`src/rtl/mem_arbiter.sv`:
```
// mem_arbiter: byte-wide RAM bus shared by instruction fetch and LSB.
// Round-robin grant, byte-beat serialisation, load extension, flush abort.
//
// Ports:
//   clk_in, rst_n_in (async active-low), rdy_in (pause), clear_in (flush)
//   if_req_in/if_addr_in -> if_done_out/if_data_out
//   lsb_req_in/lsb_wr_in/lsb_len_in/lsb_signed_in/lsb_addr_in/lsb_wdata_in
//     -> lsb_done_out/lsb_rdata_out
//   mem_din_in, mem_dout_out, mem_a_out, mem_wr_out, io_buffer_full_in
//
// Optional: define MEM_IO_WAIT_EN to stall IO store beats while
// io_buffer_full_in is high; otherwise that input is ignored.
module mem_arbiter #(
  parameter int          IF_BYTES = 4,
  parameter logic [31:0] IO_BASE  = 32'h0003_0000
) (
  input  logic        clk_in,
  input  logic        rst_n_in,
  input  logic        rdy_in,
  input  logic        clear_in,
  input  logic        if_req_in,
  input  logic [31:0] if_addr_in,
  output logic        if_done_out,
  output logic [31:0] if_data_out,
  input  logic        lsb_req_in,
  input  logic        lsb_wr_in,
  input  logic [1:0]  lsb_len_in,
  input  logic        lsb_signed_in,
  input  logic [31:0] lsb_addr_in,
  input  logic [31:0] lsb_wdata_in,
  output logic        lsb_done_out,
  output logic [31:0] lsb_rdata_out,
  input  logic [7:0]  mem_din_in,
  output logic [7:0]  mem_dout_out,
  output logic [31:0] mem_a_out,
  output logic        mem_wr_out,
  input  logic        io_buffer_full_in
);

  typedef enum logic [1:0] {
    IDLE,
    READ,
    WRITE,
    DONE
  } state_t;

  localparam logic [2:0] IF_N = 3'(IF_BYTES);

  state_t      state;
  logic [2:0]  cnt;
  logic [2:0]  n_r;
  logic [31:0] addr_r;
  logic [31:0] wdata_r;
  logic [1:0]  len_r;
  logic        sgn_r;
  logic        own_r;
  logic        st_r;
  logic        last_lsb;
  logic [31:0] rbuf;
  logic [31:0] a_r;
  logic [7:0]  dout_r;
  logic        wr_r;
  logic        if_done_r;
  logic        lsb_done_r;
  logic [31:0] if_data_r;
  logic [31:0] lsb_rdata_r;

  logic        grant_lsb;
  logic        any_req;
  logic [31:0] g_addr;
  logic [2:0]  g_n;
  logic [2:0]  lsb_n;
  logic        g_st;
  logic        last;
  logic [2:0]  nxt_cnt;
  logic [31:0] nxt_addr;
  logic [7:0]  nxt_byte;
  logic [31:0] merged;
  logic [31:0] ext;
  logic        stall;

  // Last grant is tracked as "was LSB"; on contention the other side wins.
  always_comb begin
    any_req   = if_req_in | lsb_req_in;
    grant_lsb = lsb_req_in & (~if_req_in | ~last_lsb);
    unique case (1'b1)
      lsb_len_in == 2'd0: lsb_n = 3'd1;
      lsb_len_in == 2'd1: lsb_n = 3'd2;
      default:            lsb_n = 3'd4;
    endcase
    g_addr = grant_lsb ? lsb_addr_in : if_addr_in;
    g_n    = grant_lsb ? lsb_n : IF_N;
    g_st   = grant_lsb & lsb_wr_in;
  end

  always_comb begin
    last     = (cnt == n_r - 3'd1);
    nxt_cnt  = cnt + 3'd1;
    nxt_addr = addr_r + 32'(nxt_cnt);
    nxt_byte = 8'(wdata_r >> {nxt_cnt[1:0], 3'b000});
    // rbuf starts at zero, so unfetched high bytes stay zero.
    merged   = rbuf | (32'(mem_din_in) << {cnt[1:0], 3'b000});
    unique case (1'b1)
      len_r == 2'd0:
        ext = sgn_r ? {{24{merged[7]}}, merged[7:0]}
                    : {24'b0, merged[7:0]};
      len_r == 2'd1:
        ext = sgn_r ? {{16{merged[15]}}, merged[15:0]}
                    : {16'b0, merged[15:0]};
      default:
        ext = merged;
    endcase
  end

`ifdef MEM_IO_WAIT_EN
  assign stall = (state == WRITE) && (a_r >= IO_BASE)
              && io_buffer_full_in;
`else
  logic unused_io;
  assign unused_io = io_buffer_full_in ^ (|IO_BASE);
  assign stall = 1'b0;
`endif

  always_ff @(posedge clk_in or negedge rst_n_in) begin
    if (!rst_n_in) begin
      state       <= IDLE;
      cnt         <= 3'd0;
      n_r         <= 3'd0;
      addr_r      <= 32'd0;
      wdata_r     <= 32'd0;
      len_r       <= 2'd0;
      sgn_r       <= 1'b0;
      own_r       <= 1'b0;
      st_r        <= 1'b0;
      last_lsb    <= 1'b0;
      rbuf        <= 32'd0;
      a_r         <= 32'd0;
      dout_r      <= 8'd0;
      wr_r        <= 1'b0;
      if_done_r   <= 1'b0;
      lsb_done_r  <= 1'b0;
      if_data_r   <= 32'd0;
      lsb_rdata_r <= 32'd0;
    end else if (rdy_in) begin
      if_done_r  <= 1'b0;
      lsb_done_r <= 1'b0;
      unique case (state)
        IDLE: begin
          if (any_req && !clear_in) begin
            state    <= g_st ? WRITE : READ;
            cnt      <= 3'd0;
            n_r      <= g_n;
            addr_r   <= g_addr;
            wdata_r  <= lsb_wdata_in;
            len_r    <= lsb_len_in;
            sgn_r    <= lsb_signed_in;
            own_r    <= grant_lsb;
            st_r     <= g_st;
            last_lsb <= grant_lsb;
            rbuf     <= 32'd0;
            a_r      <= g_addr;
            wr_r     <= g_st;
            dout_r   <= g_st ? lsb_wdata_in[7:0] : 8'd0;
          end
        end
        READ: begin
          if (clear_in) begin
            state <= IDLE;
            a_r   <= 32'd0;
          end else if (last) begin
            state <= DONE;
            a_r   <= 32'd0;
            if (own_r) begin
              lsb_rdata_r <= ext;
              lsb_done_r  <= 1'b1;
            end else begin
              if_data_r <= merged;
              if_done_r <= 1'b1;
            end
          end else begin
            rbuf <= merged;
            cnt  <= nxt_cnt;
            a_r  <= nxt_addr;
          end
        end
        WRITE: begin
          if (!stall) begin
            if (last) begin
              state      <= DONE;
              a_r        <= 32'd0;
              wr_r       <= 1'b0;
              dout_r     <= 8'd0;
              lsb_done_r <= 1'b1;
            end else begin
              cnt    <= nxt_cnt;
              a_r    <= nxt_addr;
              dout_r <= nxt_byte;
            end
          end
        end
        DONE: begin
          state <= IDLE;
        end
        default: begin
          state <= IDLE;
        end
      endcase
    end
  end

  // Flush masks fetch/load completion; store completion survives.
  assign if_done_out   = if_done_r & ~clear_in;
  assign lsb_done_out  = lsb_done_r & ~(clear_in & ~st_r);
  assign if_data_out   = if_data_r;
  assign lsb_rdata_out = lsb_rdata_r;
  assign mem_a_out     = a_r;
  assign mem_dout_out  = dout_r;
  assign mem_wr_out    = wr_r & rdy_in & ~stall;

endmodule
```
`config.mk`:
```
export PLATFORM = sky130hd
export DESIGN_NAME = mem_arbiter
export DESIGN_NICKNAME = d
export VERILOG_FILES = /design/src/rtl/mem_arbiter.sv
export SDC_FILE = /design/constraint.sdc
export NUM_CORES = 1
export LEC_CHECK = 0
export CORE_ASPECT_RATIO = 2
export CORE_UTILIZATION = 46
export CTS_CLUSTER_DIAMETER = 50
export DETAILED_ROUTE_END_ITERATION = 10
export GPL_ROUTABILITY_DRIVEN = 0
export GPL_TIMING_DRIVEN = 0
export PLACE_DENSITY = 0.86
export SETUP_SLACK_MARGIN = 0.3
export SYNTH_ARGS = -nofsm -noshare
export SYNTH_HDL_FRONTEND = slang
export SYNTH_SLANG_ARGS = --single-unit
```
`constraint.sdc`:
```
create_clock -name clk_in -period 2.86 [get_ports clk_in]
set_clock_uncertainty 0.1 [all_clocks]
set_input_delay 0.715 -clock clk_in [delete_from_list [all_inputs] [get_ports clk_in]]
set_output_delay 0.715 -clock clk_in [all_outputs]
set_load 0.02 [all_outputs]
```
==> results.sh <==
export IMPL_grt_pass1_vias=8970
export IMPL_finalSetupViolations=0
export IMPL_dieWidth_um=108
export IMPL_fin_setup_tns_ns=0
export IMPL_relSlewSlack_pct=38.7
export IMPL_drc=0
export IMPL_synth_flop_cell="dfrtp_1"
export IMPL_period_share_pct=90.2
export IMPL_ctsHoldBuffers=0
export IMPL_drive_above_1_share_pct=15.3
export IMPL_yosys_warnings=0
export IMPL_critical_path_class="reg -> reg"
export IMPL_maxSlewViolCount=0
export IMPL_outcome="finished clean"
export IMPL_drt_iter0_markers=464
export IMPL_power_leakage_nw=5.97
export IMPL_ys_top_cells_by_count="216 x dfrtp_1, 111 x nand2_1, 91 x o21ai_0, 59 x a21oi_1, 38 x inv_1"
export IMPL_grt_usage_pct=27.2
export IMPL_final_core_util_pct=63.3
export IMPL_dpl_instance_area_um2=12900
export IMPL_synth_seq_area_share_pct=52.6
export IMPL_portBuffers=220
export IMPL_rows=77
export IMPL_layout_nets=1331
export IMPL_cts_sinks=216
export IMPL_cp_end_kind="flip-flop"
export IMPL_vias_per_cell=5.77
export IMPL_antenna_left=0
export IMPL_dp_cells=1446
export IMPL_fmax_mhz=388
export IMPL_cts_buffers_inserted=21
export IMPL_dpl_hpwl_mm=22.5
export IMPL_vias=8647
export IMPL_synth_area_um2=10300
export IMPL_wl_per_cell_um=20.6
export IMPL_grt_pass1_wl_mm=47.7
export IMPL_drt_first_pass_iters=5
export IMPL_min_path_type="in -> async"
export IMPL_cap_viol_max_count=0
export IMPL_clockRootBuffer="clkbuf_16"
export IMPL_critPathLaunchType="flip-flop"
export IMPL_hold_viol=0
export IMPL_initial_core_util_pct=46.8
export IMPL_tightest_slew_ns=0.920
export IMPL_cp_top_family="compound AO/OA/AOI/OAI gates"
export IMPL_fp_dieH_um=213
export IMPL_dieArea_um2=23000
export IMPL_wirelength_mm=30.9
export IMPL_path_depth=12
export IMPL_p_total_mw=14.7
export IMPL_ys_seq_elements=216
export IMPL_syn_avg_cell_area_um2=10.8
export IMPL_overflow=0
export IMPL_fin_cells=1499
export IMPL_fin_area_um2=13900
export IMPL_synthCells=949
export IMPL_cts_tree="built"
export IMPL_synth_edf_count=0
export IMPL_yosys_top_cells_area="dfrtp_1 53%, o21ai_0 4.4%, nand2_1 4.1%, mux2_2 3.7%, mux2i_1 3.6%"
export IMPL_worstPathRequired_ns=3.14
export IMPL_rsz0062_at_grt="yes"
export IMPL_peakVddDrop_v=0.000712
export IMPL_clock_latency_ns=0.51
export IMPL_path_max_fanout=4
export IMPL_reg2reg_depth=12
export IMPL_h_tree_depth=1
export IMPL_cpMaxStageDelayCell="dfrtp_1"
export IMPL_synth_fp_nets=1074
export IMPL_grt_max_degree=119
export IMPL_pin_count=222
export IMPL_synth_cell_type_count=67
export IMPL_crit_path_frequent_cell="buf_6"
export IMPL_critPathArrivalTime_ns=2.86
export IMPL_synth_top_cell_area_share_pct=52.6
export IMPL_min_period_ns=2.58
export IMPL_clk_pin_slew_ns=0.06
export IMPL_cp_num_buf_inv=5
export IMPL_synthArstFlopShare_pct=100
export IMPL_antenna_found_initial=3
export IMPL_crit_path_cell_trace="buf_6 > buf_12 > clkinv_8 > ha_4 > inv_2 > fa_2 > nand2b_4 > buf_6 > a21oi_4 > nand4_1 > xnor2_1 > a221o_1"
export IMPL_clk_path_buf_depth=3
export IMPL_area_growth_pct=35.4
export IMPL_core_area_um2=22000
export IMPL_critical_path_max_stage_delay_ns=0.42
export IMPL_power_density_nw_per_um2=1060
export IMPL_yosysTopAreaCell="dfrtp_1"
export IMPL_yosysMostFrequentCell="dfrtp_1"
## what timing repair did
item | in CTS | in global routing
gates resized for setup | 41 | 21
pin swaps | 9 | 18
buffers inserted | 8 | 5
setup endpoints to repair | 68 | 61
## power breakdown
part           switching (mW)  total, mW  internal, mW
registers               0.900       5.15          4.25
logic                    3.61       6.72          3.10
clock network            1.18       2.84          1.66
total                    5.69       14.7          9.01
## cell type report
cell class                 instances  area (um2)
antenna                            4        10.0
tap                              276         345
multi-input combinational        635        4620
sequential                       216        5410
fill                            1738        8050
clock inverter                     6        82.6
inverter                          38         155
clock buffer                      30         609
timing repair buffer             234        2340
buffer                            60         345
## through the flow
step	setup WS, ns	hold slack [ns]
2_1_floorplan	0.339	0.319
3_3_place_gp	-7.81	0.359
3_5_place_dp	-0.474	0.370
4_1_cts	0.120	0.227
5_1_grt	0.196	0.270
6_report	0.281	0.162
## cell families after synthesis
logic type	share of synthesized area, %
AOI/OAI and AO/OA	17.2
xor gates and xnor gates	2.62
adders and majority gates	1.29
buffers and inverters	4.26
DFF	52.6
muxes	10.4
and+or+nand+nor	11.6
## layer usage
layer,global-route usage (%),up-vias,wire (um)
met5,0,-,0
met4,17.9,0,2090
met3,2.86,112,1450
met2,51.0,380,17100
met1,28.0,4229,10200
li1,-,3926,-
## registers in the layout, indices dropped and copies added, names as in the netlist
register / count
addr_r: 32
if_data_out: 32
lsb_rdata_out: 32
mem_a_out: 32
rbuf: 32
wdata_r: 32
mem_dout_out: 8
cnt: 3
n_r: 3
len_r: 2
state: 2
if_done_r: 1
last_lsb: 1
lsb_done_r: 1
sgn_r: 1
st_r: 1
wr_r: 1
## worst reg2reg max path: stages, from the launching register on
cell and delay [ns]:
dfrtp_1 0.42, buf_6 0.14, buf_12 0.12, clkinv_8 0.04, ha_4 0.13, inv_2 0.04
fa_2 0.34, nand2b_4 0.20, buf_6 0.14, a21oi_4 0.18, nand4_1 0.14, xnor2_1 0.18
a221o_1 0.31
## worst paths after layout
kind                                            start                     endpoint  slack (ns)
max in group asynchronous                    rst_n_in    mem_a_out[24]$_DFFE_PN0P_        1.45
hold / removal                               rst_n_in  if_data_out[27]$_DFFE_PN0P_        0.16
setup reg to reg                   cnt[0]$_DFFE_PN0P_    mem_a_out[18]$_DFFE_PN0P_        0.28
setup / recovery                   cnt[0]$_DFFE_PN0P_    mem_a_out[18]$_DFFE_PN0P_        0.28
hold reg to reg            if_data_out[7]$_DFFE_PN0P_   if_data_out[7]$_DFFE_PN0P_        0.38
min in group clk_in        if_data_out[7]$_DFFE_PN0P_   if_data_out[7]$_DFFE_PN0P_        0.38
## cells in the final DEF (no fill, tap or decap), types with 19 or more instances in the layout
cell             instances
clkbuf_1                20
clkdlybuf4s50_1        214
o21ai_0                 91
buf_2                   25
a221o_1                 22
mux2i_1                 36
nor2_1                  24
nand2_1                109
inv_1                   35
dfrtp_1                216
clkbuf_16               21
nor3_1                  19
a21oi_1                 56
o2bb2ai_1               25
xnor2_1                 20
mux2_2                  34
No activity file was read; power rests on OpenSTA's default activity.
